### config.mk
export PLATFORM = sky130hd
export DESIGN_NAME = uart_f2c_tx
export DESIGN_NICKNAME = d
export VERILOG_FILES = /design/src/rtl/lotr_pkg.sv /design/src/rtl/uart_tx_serializer.sv /design/src/rtl/uart_f2c_tx.sv
export SDC_FILE = /design/constraint.sdc
export NUM_CORES = 1
export LEC_CHECK = 0
export ABC_AREA = 0
export BUFFER_PORTS_ARGS = -buffer_cell sky130_fd_sc_hd__buf_4
export CORE_MARGIN = 4
export CORE_UTILIZATION = 45
export DETAILED_ROUTE_END_ITERATION = 6
export HOLD_SLACK_MARGIN = 0.15
export MAX_ROUTING_LAYER = met4
export PLACE_DENSITY = 0.63
export SLEW_MARGIN = 5
export SYNTH_ARGS = -nofsm -noshare
export SYNTH_HDL_FRONTEND = slang
export SYNTH_SLANG_ARGS = --single-unit
export TNS_END_PERCENT = 100
### constraint.sdc
create_clock -name QClk -period 2.63 [get_ports QClk]
set_input_delay 0.526 -clock QClk [delete_from_list [all_inputs] [get_ports QClk]]
set_output_delay 0.526 -clock QClk [all_outputs]
set_load 0.005 [all_outputs]
### src/rtl/lotr_pkg.sv
// Shared ring types plus the UART transmit-tile register map.
// Holds F2C opcodes, UART register offsets and serializer states.
package lotr_pkg;

  typedef enum logic [2:0] {
    NOP    = 3'd0,
    RD     = 3'd1,
    WR     = 3'd2,
    RD_RSP = 3'd3,
    WR_RSP = 3'd4
  } t_opcode;

  localparam logic [1:0] UART_TXDATA_OFF = 2'd0;
  localparam logic [1:0] UART_STATUS_OFF = 2'd1;
  localparam logic [1:0] UART_CTRL_OFF   = 2'd2;
  localparam logic [1:0] UART_BAUD_OFF   = 2'd3;

  typedef enum logic [1:0] {
    IDLE  = 2'd0,
    START = 2'd1,
    DATA  = 2'd2,
    STOP  = 2'd3
  } t_uart_tx_state;

  // A programmed divisor of 0 behaves as 1.
  function automatic logic [15:0] eff_div(input logic [15:0] d);
    return (d == 16'd0) ? 16'd1 : d;
  endfunction

endpackage

### src/rtl/uart_tx_serializer.sv
// 8N1 LSB-first serializer: pops a byte when idle and valid, then
// clocks start/data/stop bits each div cycles. Ports: clk, rst_n, data, valid, div, pop, tx, busy.
module uart_tx_serializer
  import lotr_pkg::*;
(
  input  logic        clk,
  input  logic        rst_n,
  input  logic [7:0]  data,
  input  logic        valid,
  input  logic [15:0] div,
  output logic        pop,
  output logic        tx,
  output logic        busy
);

  t_uart_tx_state state;
  logic [15:0]    div_l;
  logic [15:0]    cnt;
  logic [2:0]     bit_idx;
  logic [7:0]     shreg;
  logic           last;

  assign pop  = (state == IDLE) && valid;
  assign busy = (state != IDLE);
  assign last = (cnt == div_l - 16'd1);

  always_ff @(posedge clk or negedge rst_n) begin
    if (!rst_n) begin
      state   <= IDLE;
      tx      <= 1'b1;
      div_l   <= 16'd1;
      cnt     <= '0;
      bit_idx <= '0;
      shreg   <= '0;
    end else begin
      unique case (state)
        IDLE: begin
          if (valid) begin
            state   <= START;
            tx      <= 1'b0;
            div_l   <= eff_div(div);
            cnt     <= '0;
            bit_idx <= '0;
            shreg   <= data;
          end
        end
        START: begin
          if (last) begin
            state <= DATA;
            cnt   <= '0;
            tx    <= shreg[0];
            shreg <= shreg >> 1;
          end else begin
            cnt <= cnt + 16'd1;
          end
        end
        DATA: begin
          if (last) begin
            cnt <= '0;
            if (bit_idx == 3'd7) begin
              state <= STOP;
              tx    <= 1'b1;
            end else begin
              bit_idx <= bit_idx + 3'd1;
              tx      <= shreg[0];
              shreg   <= shreg >> 1;
            end
          end else begin
            cnt <= cnt + 16'd1;
          end
        end
        STOP: begin
          if (last) begin
            state <= IDLE;
            cnt   <= '0;
          end else begin
            cnt <= cnt + 16'd1;
          end
        end
        default: begin
          state <= IDLE;
          tx    <= 1'b1;
        end
      endcase
    end
  end

endmodule

### src/rtl/uart_f2c_tx.sv
// F2C register responder for the UART tile: TXDATA/STATUS/CTRL/BAUD_DIV,
// TX FIFO, one response per RD/WR, serial uart_tx and level tx_irq.
module uart_f2c_tx
  import lotr_pkg::*;
#(
  parameter int FIFO_DEPTH       = 16,
  parameter int BAUD_DIV_DEFAULT = 434
) (
  input  logic        QClk,
  input  logic        RstQnnnH,
  input  logic        F2C_ReqValidQ502H,
  input  t_opcode     F2C_ReqOpcodeQ502H,
  input  logic [31:0] F2C_ReqAddressQ502H,
  input  logic [31:0] F2C_ReqDataQ502H,
  output logic        F2C_RspValidQ500H,
  output t_opcode     F2C_RspOpcodeQ500H,
  output logic [31:0] F2C_RspAddressQ500H,
  output logic [31:0] F2C_RspDataQ500H,
  output logic        uart_tx,
  output logic        tx_irq
);

  localparam int AW = $clog2(FIFO_DEPTH);
  localparam int CW = AW + 1;

  logic [7:0]    mem [FIFO_DEPTH];
  logic [AW-1:0] wptr;
  logic [AW-1:0] rptr;
  logic [CW-1:0] count;
  logic          full;
  logic          empty;

  logic        tx_en;
  logic        irq_en;
  logic [15:0] baud;
  logic        ovf;

  logic        req_rd;
  logic        req_wr;
  logic [1:0]  off;
  logic        push;
  logic        push_ok;
  logic        ovf_set;
  logic        clr_ovf;
  logic        wr_ctrl;
  logic        wr_baud;
  logic        pop;
  logic        busy;
  logic [31:0] status;
  logic [31:0] rd_data;

  assign off    = F2C_ReqAddressQ502H[3:2];
  assign req_rd = F2C_ReqValidQ502H && (F2C_ReqOpcodeQ502H == RD);
  assign req_wr = F2C_ReqValidQ502H && (F2C_ReqOpcodeQ502H == WR);

  assign push    = req_wr && (off == UART_TXDATA_OFF);
  assign wr_ctrl = req_wr && (off == UART_CTRL_OFF);
  assign wr_baud = req_wr && (off == UART_BAUD_OFF);
  assign clr_ovf = wr_ctrl && F2C_ReqDataQ502H[1];

  assign full  = (count == CW'(FIFO_DEPTH));
  assign empty = (count == '0);

  // A full FIFO still takes a byte when the serializer pops in the same cycle.
  assign push_ok = push && (!full || pop);
  assign ovf_set = push && !push_ok;

  assign tx_irq = irq_en && empty && !busy;

  always_comb begin
    status        = '0;
    status[0]     = busy;
    status[1]     = empty;
    status[2]     = full;
    status[3]     = ovf;
    status[15:8]  = 8'(count);
  end

  always_comb begin
    rd_data = '0;
    unique case (1'b1)
      (off == UART_STATUS_OFF): rd_data = status;
      (off == UART_CTRL_OFF):   rd_data = {29'd0, irq_en, 1'b0, tx_en};
      (off == UART_BAUD_OFF):   rd_data = {16'd0, baud};
      default:                  rd_data = '0;
    endcase
  end

  always_ff @(posedge QClk) begin
    if (push_ok) mem[wptr] <= F2C_ReqDataQ502H[7:0];
  end

  always_ff @(posedge QClk or negedge RstQnnnH) begin
    if (!RstQnnnH) begin
      tx_en  <= 1'b1;
      irq_en <= 1'b0;
      baud   <= 16'(BAUD_DIV_DEFAULT);
      ovf    <= 1'b0;
      count  <= '0;
      wptr   <= '0;
      rptr   <= '0;
    end else begin
      if (wr_ctrl) begin
        tx_en  <= F2C_ReqDataQ502H[0];
        irq_en <= F2C_ReqDataQ502H[2];
      end
      if (wr_baud) baud <= F2C_ReqDataQ502H[15:0];
      // A fresh overflow wins over a simultaneous clear.
      ovf <= ovf_set || (ovf && !clr_ovf);
      if (push_ok) wptr <= wptr + 1'b1;
      if (pop)     rptr <= rptr + 1'b1;
      count <= count + CW'(push_ok) - CW'(pop);
    end
  end

  always_ff @(posedge QClk or negedge RstQnnnH) begin
    if (!RstQnnnH) begin
      F2C_RspValidQ500H   <= 1'b0;
      F2C_RspOpcodeQ500H  <= RD_RSP;
      F2C_RspAddressQ500H <= '0;
      F2C_RspDataQ500H    <= '0;
    end else begin
      F2C_RspValidQ500H   <= req_rd || req_wr;
      F2C_RspOpcodeQ500H  <= req_wr ? WR_RSP : RD_RSP;
      F2C_RspAddressQ500H <= (req_rd || req_wr) ? F2C_ReqAddressQ502H : '0;
      F2C_RspDataQ500H    <= req_rd ? rd_data : '0;
    end
  end

  uart_tx_serializer u_ser (
    .clk   (QClk),
    .rst_n (RstQnnnH),
    .data  (mem[rptr]),
    .valid (tx_en && !empty),
    .div   (baud),
    .pop   (pop),
    .tx    (uart_tx),
    .busy  (busy)
  );

endmodule

==> impl_metrics.toml <==
[grt]
overflow = 0
grt_max_degree = 50
antenna_found_initial = 0
grt_usage_pct = 17.5
grt_pass1_wl_um = 37900
grt_pass1_vias = 6744

[cells_and_area]
area_delta_synth_final_pct = 24.3
finalNonFillerCells = 1292
final_util_pct = 57.1
fill_cells = 2008
drive_gt1_share_pct = 35.5
fin_area_um2 = 14000
seq_area_um2 = 7080
final_nets = 1039
num_antenna_cells = 0
multi_input_area_um2 = 3970

[power]
finalPower_uw = 13700
vdd_ir_drop_max_mv = 0.723
power.internal_uw = 9380
p_per_area_nw_per_um2 = 979
comb_power_share_pct = 37.5
switching_power_uw = 4290
clkPwrFrac_pct = 25.4
leakage_uw = 0.00590
seqPwrFrac_pct = 37.1
switching_share_pct = 31.4

[timing]
hold_violations = 0
skew_ps = 8.83
final.min_clock_period_ps = 2900
fmax_ghz = 0.345
rsz0062_at_grt = "yes"
worst_slew_pin_slew_ps = 755
finalSetupViolations = 27
slew_violations = 0
hold_slack_ps = 215
slew-limit-headroom_pct = 49.5
fin_crit_sh_pct = 110
timing.final.ws_setup_ps = -271

[synthesis]
seq_area_frac_synth_pct = 63.0
synth_simple_gate_area_share_pct = 11.3
synth_xor_xnor_area_share_pct = 2.10
synth_compound_area_share_pct = 5.38
yosysUniqueCellTypes = 67
syn_area_um2 = 11200
async_flop_share_pct = 50.2
synthMuxAreaShare_pct = 12.5
synth_edf_count = 128
netlist_instances = 773
synth_top_family_by_area = "multiplexers"
synth-seq-cells = 257
yosys.area_share.adder_pct = 2.40
avgSynthCellArea_um2 = 14.5
synth_top_flop_cell = "edfxtp_1"
ys_warn_count = 0

[drt]
drt-met1-wl_um = 10600
routedWlPerCell_um = 18.3
wl_met3_um = 1260
drtIter0Drc = 478
met2RoutedLength_um = 11300
antenna_left = 0
dr.pass1.iters = 4
wl_um = 23700
via_count = 6760
drc_errors = 0
vias_per_cell = 5.23
top_layer_used = "met4"

[placement]
portBuffers = 107
dp_hpwl_um = 16600
placement.cell_area_um2 = 12900
dp_cells = 1230
finalWeightedCongestion = 0.805

[clocking]
clockRootBuffer = "clkbuf_16"
cts_tree = "yes"
clkLatencyLatePin_ps = 530
htree_levels = 1
cts_inserted_buffers = 26
cts_buffer_depth = 3
cts_sinks = 257
path_clk_slew_ps = 60

[die]
die-area_um2 = 27600
rows = 57
core-area_um2 = 24500
ios = 140
die_y_um = 166
initial_core_util_pct = 45.9
fp.dieW_um = 166

[setup_path]
cp.required_ps = 3040
startpoint_type = "flop"
worstPathMaxFanout = 6
crit_arrival_ps = 3310
path_class = "flop to flop"
setup.worst_path.end_class = "flop"

[status]
status = "complete, but fails checks"
violations = "negative setup slack"

[job]
drv_cap = 0

[hold_path]
min_path_type = "primary input to flop"
worst paths after layout:
check,depth (start not counted),start,slack (ps),end
min in group asynchronous,2,RstQnnnH,510,u_ser.cnt[3]$_DFFE_PN0P_
setup reg to reg,10,u_ser.div_l[1]$_DFFE_PN0P_,-270,u_ser.state[1]$_DFFE_PN0P_
hold / removal,2,F2C_ReqAddressQ502H[6],210,F2C_RspAddressQ500H[6]$_DFF_PN0_
max in group asynchronous,3,RstQnnnH,1440,baud[8]$_DFFE_PN1P_
hold reg to reg,1,u_ser.shreg[1]$_DFFE_PN0P_,510,u_ser.shreg[1]$_DFFE_PN0P_
setup / recovery,10,u_ser.div_l[1]$_DFFE_PN0P_,-270,u_ser.state[1]$_DFFE_PN0P_
flip-flops by register name, summed over array words and instances (netlist names), 2 cells and up:
name                 count
count                    5
u_ser.state              2
rptr                     4
F2C_RspDataQ500H        16
u_ser.bit_idx            3
u_ser.shreg              8
mem                    128
F2C_RspOpcodeQ500H       2
baud                    16
u_ser.div_l             16
wptr                     4
u_ser.cnt               16
F2C_RspAddressQ500H     32
area by class of cell:
| type | instances | area share, % |
|---|---|---|
| clock buffer | 32 | 4.96 |
| clock inverter | 16 | 0.824 |
| tap | 324 | 2.90 |
| sequential | 257 | 50.7 |
| multi-input combinational | 458 | 28.4 |
| timing repair buffer | 184 | 11.6 |
| inverter | 21 | 0.564 |
kinds of logic after synthesis:
group	count (synthesis)
flip-flops	257
AND/OR/NAND/NOR	227
AO/OA/AOI/OAI	84
multiplexers	83
buffers and inverters	73
XOR/XNOR	27
adder cells (fa/ha/maj)	21
other	1
per-stage QoR:
stage               worst slack (ps)  TNS (ps)
CTS                             -256     -5480
global placement                -347     -6810
finish                          -271     -5850
floorplan                       -222     -4010
detailed placement              -599    -14480
global route                    -374     -9560
routing by layer:
layer,up-vias,global-route usage [%]
met2,164,27.4
met1,3384,24.2
met4,0,4.05
met5,-,-
li1,3177,-
met3,35,3.17
cell usage in the layout (no fill, tap or decap), types with 16 or more instances in the layout:
cell and n:
mux2_2 27, inv_1 19, buf_4 164, conb_1 16, and3_1 18, edfxtp_1 128, mux4_2 40, ha_1 19
clkbuf_16 27, nor2_1 34, nand2_1 47, nor2b_1 37, dfrtp_1 119
Yosys cell counts, types with 4 or more instances:
master / number / share of area, %
a21o_1: 13 / 0.87
a21oi_1: 5 / 0.22
a22o_1: 11 / 0.86
and2_1: 10 / 0.56
and3_1: 18 / 1.0
buf_1: 8 / 0.27
buf_4: 18 / 1.2
clkbuf_1: 22 / 0.73
dfrtp_1: 120 / 27
dfstp_2: 9 / 2.1
edfxtp_1: 128 / 34
ha_1: 20 / 2.2
inv_1: 21 / 0.70
mux2_2: 28 / 2.8
mux2_4: 8 / 1.1
mux2i_1: 7 / 0.62
mux4_2: 40 / 8.0
nand2_1: 48 / 1.6
nand3_1: 12 / 0.53
nand3b_1: 5 / 0.33
nand4_1: 6 / 0.33
nor2_1: 36 / 1.2
nor2b_1: 37 / 2.1
nor3_1: 9 / 0.40
nor3b_1: 14 / 0.94
nor4_1: 13 / 0.72
o211ai_1: 6 / 0.40
o21ai_0: 23 / 1.0
o21ai_1: 5 / 0.22
or2_2: 4 / 0.22
xnor2_1: 14 / 1.1
xor2_1: 13 / 1.0
what timing repair did:
item / CTS / global route
endpoints found under the hold margin: 27 / 0
setup buffers: 3 / 8
gates resized for setup: 28 / 10
cloned: 1 / 1
hold buffers: 1 / 0
endpoints found under the setup margin: 30 / 31
pin swaps: 8 / 12
power by group through the flow:
stage               logic (uW)  clock network, uW  registers (uW)
floorplan                 3360                  0            5020
global placement          4540                  0            5140
finish                    5130               3470            5080
global route              5630               3750            5150
CTS                       4990               3560            5080
detailed placement        4630                  0            5140
worst max-delay path, stage by stage (launching register included):
cell	delay [ps]
dfrtp_1	390
inv_2	80
ha_4	130
or4b_4	530
o21a_1	210
o31a_1	320
a22oi_2	220
nand4_4	170
nor2_1	200
a22o_1	200
mux2_2	330
(Power assumes the default switching activity.)
